**config.mk**
```make
export PLATFORM = sky130hd
export DESIGN_NAME = pip_cla_n
export DESIGN_NICKNAME = d
export VERILOG_FILES = /design/src/rtl/pip_cla_n.sv
export SDC_FILE = /design/constraint.sdc
export NUM_CORES = 2
export LEC_CHECK = 0
export BUFFER_PORTS_ARGS = -buffer_cell sky130_fd_sc_hd__buf_2
export CELL_PAD_IN_SITES_DETAIL_PLACEMENT = 2
export CELL_PAD_IN_SITES_GLOBAL_PLACEMENT = 2
export CORE_ASPECT_RATIO = 1.5
export CORE_UTILIZATION = 35
export CTS_CLUSTER_SIZE = 8
export DETAILED_ROUTE_END_ITERATION = 10
export MAX_ROUTING_LAYER = met4
export PLACE_DENSITY_LB_ADDON = 0.1
export SLEW_MARGIN = 20
export SYNTH_ARGS = -nofsm -noshare
export SYNTH_HDL_FRONTEND = slang
export SYNTH_SLANG_ARGS = --single-unit
```
**constraint.sdc**
```tcl
create_clock -name clk -period 30 [get_ports clk]
set_clock_uncertainty 0.15 [all_clocks]
set_input_delay 1.5 -clock clk [delete_from_list [all_inputs] [get_ports clk]]
set_output_delay 1.5 -clock clk [all_outputs]
set_load 0.02 [all_outputs]
```
**src/rtl/pip_cla_n.sv**
```systemverilog
// Pipelined carry-lookahead adder/subtractor: one stage per BLOCK-bit group carry, valid/ready flow, global stall.
// Optional signed-overflow output enabled by defining PIP_CLA_OVF_EN.
module pip_cla_n #(
    parameter int WIDTH = 32,
    parameter int BLOCK = 4
) (
    input  logic             clk,
    input  logic             rst,
    input  logic             in_valid,
    output logic             in_ready,
    input  logic [WIDTH-1:0] a,
    input  logic [WIDTH-1:0] b,
    input  logic             cin,
    input  logic             sub,
    output logic             out_valid,
    input  logic             out_ready,
    output logic [WIDTH-1:0] s,
    output logic             cout
`ifdef PIP_CLA_OVF_EN
    ,
    output logic             ovf
`endif
);

    localparam int NB = WIDTH / BLOCK;

    generate
        if ((WIDTH % BLOCK) != 0 || BLOCK < 2 || BLOCK > 8) begin : g_bad_param
            $error("pip_cla_n: WIDTH must be a multiple of BLOCK and BLOCK must be 2..8");
        end
    endgenerate

    logic             advance;
    logic [WIDTH-1:0] b_eff;
    logic             c0;

    // Stage 0 holds the operand P/G; stage j (1..NB) has group carries 0..j-1 resolved.
    logic [WIDTH-1:0] p_q [0:NB];
    logic [WIDTH-1:0] g_q [0:NB-1];
    logic [WIDTH:0]   c_q [0:NB];
    logic [NB:0]      v_q;
    logic [WIDTH:0]   c_nxt [1:NB];

    assign in_ready = !(out_valid && !out_ready);
    assign advance  = in_ready;
    assign b_eff    = sub ? ~b : b;
    assign c0       = sub | cin;

    // Two-level lookahead across one group: every carry is a sum of products of
    // the group's G/P terms and the incoming group carry, no ripple inside the group.
    function automatic logic [WIDTH:0] group_carry(
        input logic [WIDTH:0]   c,
        input logic [WIDTH-1:0] p,
        input logic [WIDTH-1:0] g,
        input int               k
    );
        logic [WIDTH:0] r;
        logic           acc;
        logic           pr;
        r = c;
        for (int i = 0; i < BLOCK; i++) begin
            acc = 1'b0;
            pr  = 1'b1;
            for (int m = i; m >= 0; m--) begin
                acc = acc | (pr & g[k*BLOCK+m]);
                pr  = pr & p[k*BLOCK+m];
            end
            acc = acc | (pr & c[k*BLOCK]);
            r[k*BLOCK+i+1] = acc;
        end
        return r;
    endfunction

    always_comb begin
        for (int j = 1; j <= NB; j++) begin
            c_nxt[j] = group_carry(c_q[j-1], p_q[j-1], g_q[j-1], j - 1);
        end
    end

    always_ff @(posedge clk or posedge rst) begin
        if (rst) begin
            v_q       <= '0;
            out_valid <= 1'b0;
            s         <= '0;
            cout      <= 1'b0;
`ifdef PIP_CLA_OVF_EN
            ovf       <= 1'b0;
`endif
            for (int j = 0; j <= NB; j++) begin
                p_q[j] <= '0;
                c_q[j] <= '0;
            end
            for (int j = 0; j < NB; j++) begin
                g_q[j] <= '0;
            end
        end else if (advance) begin
            v_q[0] <= in_valid;
            p_q[0] <= a ^ b_eff;
            g_q[0] <= a & b_eff;
            c_q[0] <= {{WIDTH{1'b0}}, c0};
            for (int j = 1; j <= NB; j++) begin
                v_q[j] <= v_q[j-1];
                p_q[j] <= p_q[j-1];
                c_q[j] <= c_nxt[j];
            end
            for (int j = 1; j < NB; j++) begin
                g_q[j] <= g_q[j-1];
            end
            out_valid <= v_q[NB];
            if (v_q[NB]) begin
                s    <= p_q[NB] ^ c_q[NB][WIDTH-1:0];
                cout <= c_q[NB][WIDTH];
`ifdef PIP_CLA_OVF_EN
                ovf  <= c_q[NB][WIDTH] ^ c_q[NB][WIDTH-1];
`endif
            end
        end
    end

endmodule
```
-- Word level (Yosys, flattened, before mapping)
Cells that the tools add are included.
- muxes and demuxes: 1
- equality and inequality tests: 0
- div/mod/pow operators: 0
- shifts and indexed selects: 0
- $lt $le $gt $ge: 0
- $add $sub $neg: 0
- multiply operators: 0
- bitwise operators: 214
- reduce and logical (&&, ||, !) cells: 4
- operators by type and width (kind ; number):
    1-bit AND ; 128
    1-bit OR ; 81
    32-bit XOR ; 2
    32-bit AND ; 1
    32-bit two-way mux ; 1
    32-bit NOT ; 1
    1-bit logical NOT ; 2
    2-bit AND reduction ; 1
    1-bit logical AND ; 1
    1-bit NOT ; 1
- word-level logic and storage cells: 249
- bits in writable memories: 0
- output and inout bits: 35
- bits in registers: 740
- memories: 0
- bits in latches: 0
- ROM bits: 0
- input bits: 70

-- Longest topological paths before layout
- word-level depth: 5
- gate-level depth with buffers: 7
- depth with buffers taken out: 4

-- Least setup slack after synthesis
No wires, ideal clock.
- path type: input port to output port
- start point: input out_ready
- end point: output in_ready
- arrival time: 2045 ps
- cell stages on the path: 5
- required time: 28350 ps
- path buffers: 3
- setup slack: 26305 ps
- path through: nor2b_2 buf_6 inv_4 buf_6 buf_2
- longest elaborated chain between the ends: 3
- ends and longest elaborated chain (item ; RTL line ; source):
    from (decl) ; 16 ; input logic out_ready,
    1-bit logical NOT ; 44 ; assign in_ready = !(out_valid && !out_ready);
    1-bit logical AND ; 44 ;
    1-bit logical NOT ; 44 ;
    to (decl) ; 10 ; output logic in_ready,
No other way between the ends.

-- Final worst setup path
- start point: input out_ready
- end point: register p_q[191] (netlist name)
- longest elaborated chain between the ends: 2
- ends and longest elaborated chain (item ; RTL line ; source):
    1-bit logical NOT ; 44 ;
    1-bit logical AND ; 44 ;
    to (signal, indexed assignment) ; 103 ; p_q[j] <= p_q[j-1];
    to (decl) ; 38 ; logic [WIDTH-1:0] p_q [0:NB];
No other way between the ends.
A chain may end at the register's enable or synchronous reset.

==> impl_results.md <==
* Outcome: completed
* Post-synthesis compound-gate area fraction at 0.0255
* Yosys warns at 0
* Max Used Layer: met4
* Worst min path class: flip-flop to flip-flop
* Syn avg cell area at about 9 um^2
* Cts repair resizes at 0
* Area delta synth->final at 14.0%
* Leak pwr at about 15 nW
* Register area share after synthesis at 0.634
* PD cells at between 100 and 150 mW/mm^2
* Post-layout min period at 4.77 ns
* Final Worst Setup Slack at around 25 ns
* Vias at about 17000
* Fin. Hold Viols at 0
* Rel. slew slack at 0.289
* First drt pass iteration count at 4
* Post-synthesis mux area share at 0.00262
* Final Cycle Share at 0.159
* Final net count at about 2900
* Total core area at between 0.07 and 0.08 mm^2
* Setup violators final at 0
* Final core occ at 0.403
* Fillers at approximately 7700
* Critical Path, Cell by Cell: buf_2, nor2b_4, buf_12, buf_12, buf_4, nand2_1, nand2_1
* Final WL at just under 60000 um
* Yosys reg bits at approximately 630
* Largest net degree at the start of global routing at 225
* Met1 Wirelength at roughly 27000 um
* Initial core utilization at 0.354
* Fin. max-slew vios at 0
* Post-Syn Area at approximately 0.025 mm^2
* Total GRT Usage at 0.179
* DP Wirelength at about 37000 um
* VDD IR-drop max at just under 0.00005 V
* Crit. End Element: flip-flop
* Post-synthesis simple-gate area fraction at 0.267
* Clock root cell: clkbuf_16
* RSZ-0062 raised after global routing: no
* Routability congestion estimate from global placement at 0.779
* Post-synth ARST share at 1.00
* CTS Hold Buffers Added at 0
* PortBufs at 104
* Met2 wire length at around 29000 um
* Post-Syn Nets at between 2000 and 3000
* Req. time, crit path at between 30 and 40 ns
* Worst-path maximum fanout at 224
* Number of DRC markers in iteration 0 at between 800 and 900
* Xor/xnor cell area share of the yosys netlist at 0.0226
* Die area at ~0.072 mm^2
* Rows at 119
* CP Launch Type: input port
* Worst-path clk slew at 0.05 ns
* Yosys cell types at 25
* Critical Path AT at between 5 and 6 ns
* Share of layout cells above drive strength 1 at 0.0801
* Worst Path Buf+Inv at 4
* Vias in the first global route at a little under 20000
* Die Wd at 219 um
* Syn Inst Count at 2751
* First-pass GRT wire length at 102000 um
* CP delay by family, top: buffers and inverters
* # DRC at 0
* Total gr overflow at 0
* Slowest cell on the critical path: buf_4
* Synth Flop Type: dfrtp_1
* Inserted Clock Buffers at slightly below 90
* Clk Latency, worst-skew pair at ~0.62 ns
* EDFF count, synth at 0
* Dominant combinational cell family by area after synthesis: simple AND/OR/NAND/NOR gates
* CTS tree: yes
* DRT antenna net count at 0
* DR vias/cell at about 4.7
* Pre-CTS setup slack at ~25 ns
* Initial antenna violation count at 6
* Adder-Cell Fraction of Synth Area at 0.0161
* TritonCTS Sinks at roughly 630
* Die H at about 330 um
* Number of setup buffers added after CTS at 0
* # H-tree levels at 3
* Max stage delay on crit path at approximately 0.85 ns
* Number of max-cap violations at 0
* WL/cell at roughly 16 um
* Clock Path Buffers at 3
* Max Clk Rate at around 210 MHz
* Slew @ Worst Pin at ~1.1 ns
* Setup_tns at 0 ns
* # IOs at 105
* Routed wl met3 at 1690 um
* Crit Path Class: input port to flip-flop
worst paths after layout:
path,from,endpoint,slack (ns),depth (start not counted)
max reg2reg,out_valid,p_q[191],25.82,6
max in group asynchronous,rst,v_q[8],26.47,4
min in group asynchronous,rst,c_nxt[166],0.85,2
min,g_q[178],g_q[146],0.31,2
min reg2reg,g_q[178],g_q[146],0.31,2
max,out_ready,p_q[191],25.23,7
area by class of cell:
class | instances | area [um^2] | area share
flip-flops and latches | 628 | 15700 | 0.556
clock buffers | 94 | 2330 | 0.0824
repair buffers | 120 | 703 | 0.0249
diodes | 6 | 15.0 | 0.000531
inverters | 2 | 31.3 | 0.00111
clock inverters | 3 | 47.5 | 0.00168
multi-input cells | 1973 | 8290 | 0.293
well taps | 907 | 1130 | 0.0401
routing by layer:
metal,GRT usage,vias up
li1,-,8516
met1,0.228,8541
met2,0.291,221
met3,0.0236,91
met4,0.0667,0
met5,-,-
worst register-to-register path: cells and delay by family, from the launching register on:
kind,cells,cell delay (ns)
buf+inv,3,2.51
flops,1,0.35
simple gates,3,1.09
power by group:
part / switching, mW / leakage, nW / internal (mW)
Clock: 0.342 / 1.17 / 0.547
Sequential: 0.229 / 7.91 / 1.22
Combinational: 0.493 / 6.12 / 0.256
Total: 1.06 / 15.2 / 2.02
cells in the mapped netlist, types with 7 or more instances:
master / instances / area [um^2]
nand2_1: 1693 / 6350
dfrtp_1: 628 / 15700
buf_2: 128 / 641
a21oi_1: 83 / 415
nor2_1: 40 / 150
ha_1: 32 / 400
xnor2_1: 32 / 280
xor2_1: 32 / 280
a21o_1: 11 / 82.6
a31oi_1: 10 / 62.6
o21ai_0: 9 / 45.0
buf_4: 7 / 52.6
clkbuf_1: 7 / 26.3
cell families (layout without fill, tap and decap cells):
family / Yosys count / after routing
fa+ha+maj: 32 / 32
xor+xnor: 64 / 64
flops: 628 / 628
simple gates: 1755 / 1755
mux: 6 / 6
other cells: 0 / 6
buf+inv: 150 / 219
compound gates: 116 / 116
through the flow:
stage / area (um^2) / std cells / hold WS, ns / total power [mW]
6_report: 28300 / 3733 / 0.310 / 3.09
5_1_grt: 28300 / 3733 / 0.335 / 3.33
4_1_cts: 28300 / 3727 / 0.316 / 3.16
3_5_place_dp: 25900 / 3630 / 0.306 / 2.24
3_3_place_gp: 25900 / 3630 / 0.301 / 2.18
2_1_floorplan: 24800 / 2751 / 0.289 / 1.98
cells in the final DEF (no fill, tap or decap), types with 6 or more instances in the layout:
master,count
buf_4,11
nor3_1,6
nor2_1,40
buf_2,104
o21ai_0,9
dfrtp_1,627
diode_2,6
a21oi_1,83
a21o_1,11
xor2_1,32
nand2_1,1693
a31oi_1,10
clkbuf_16,93
ha_1,32
xnor2_1,32
state kept, by name, indices dropped and copies added, names as in the netlist:
register / cells
c_q: 33
v_q: 9
p_q: 288
c_nxt: 120
g_q: 144
s: 32
cout: 1
out_valid: 1
(Power assumes the default switching activity.)
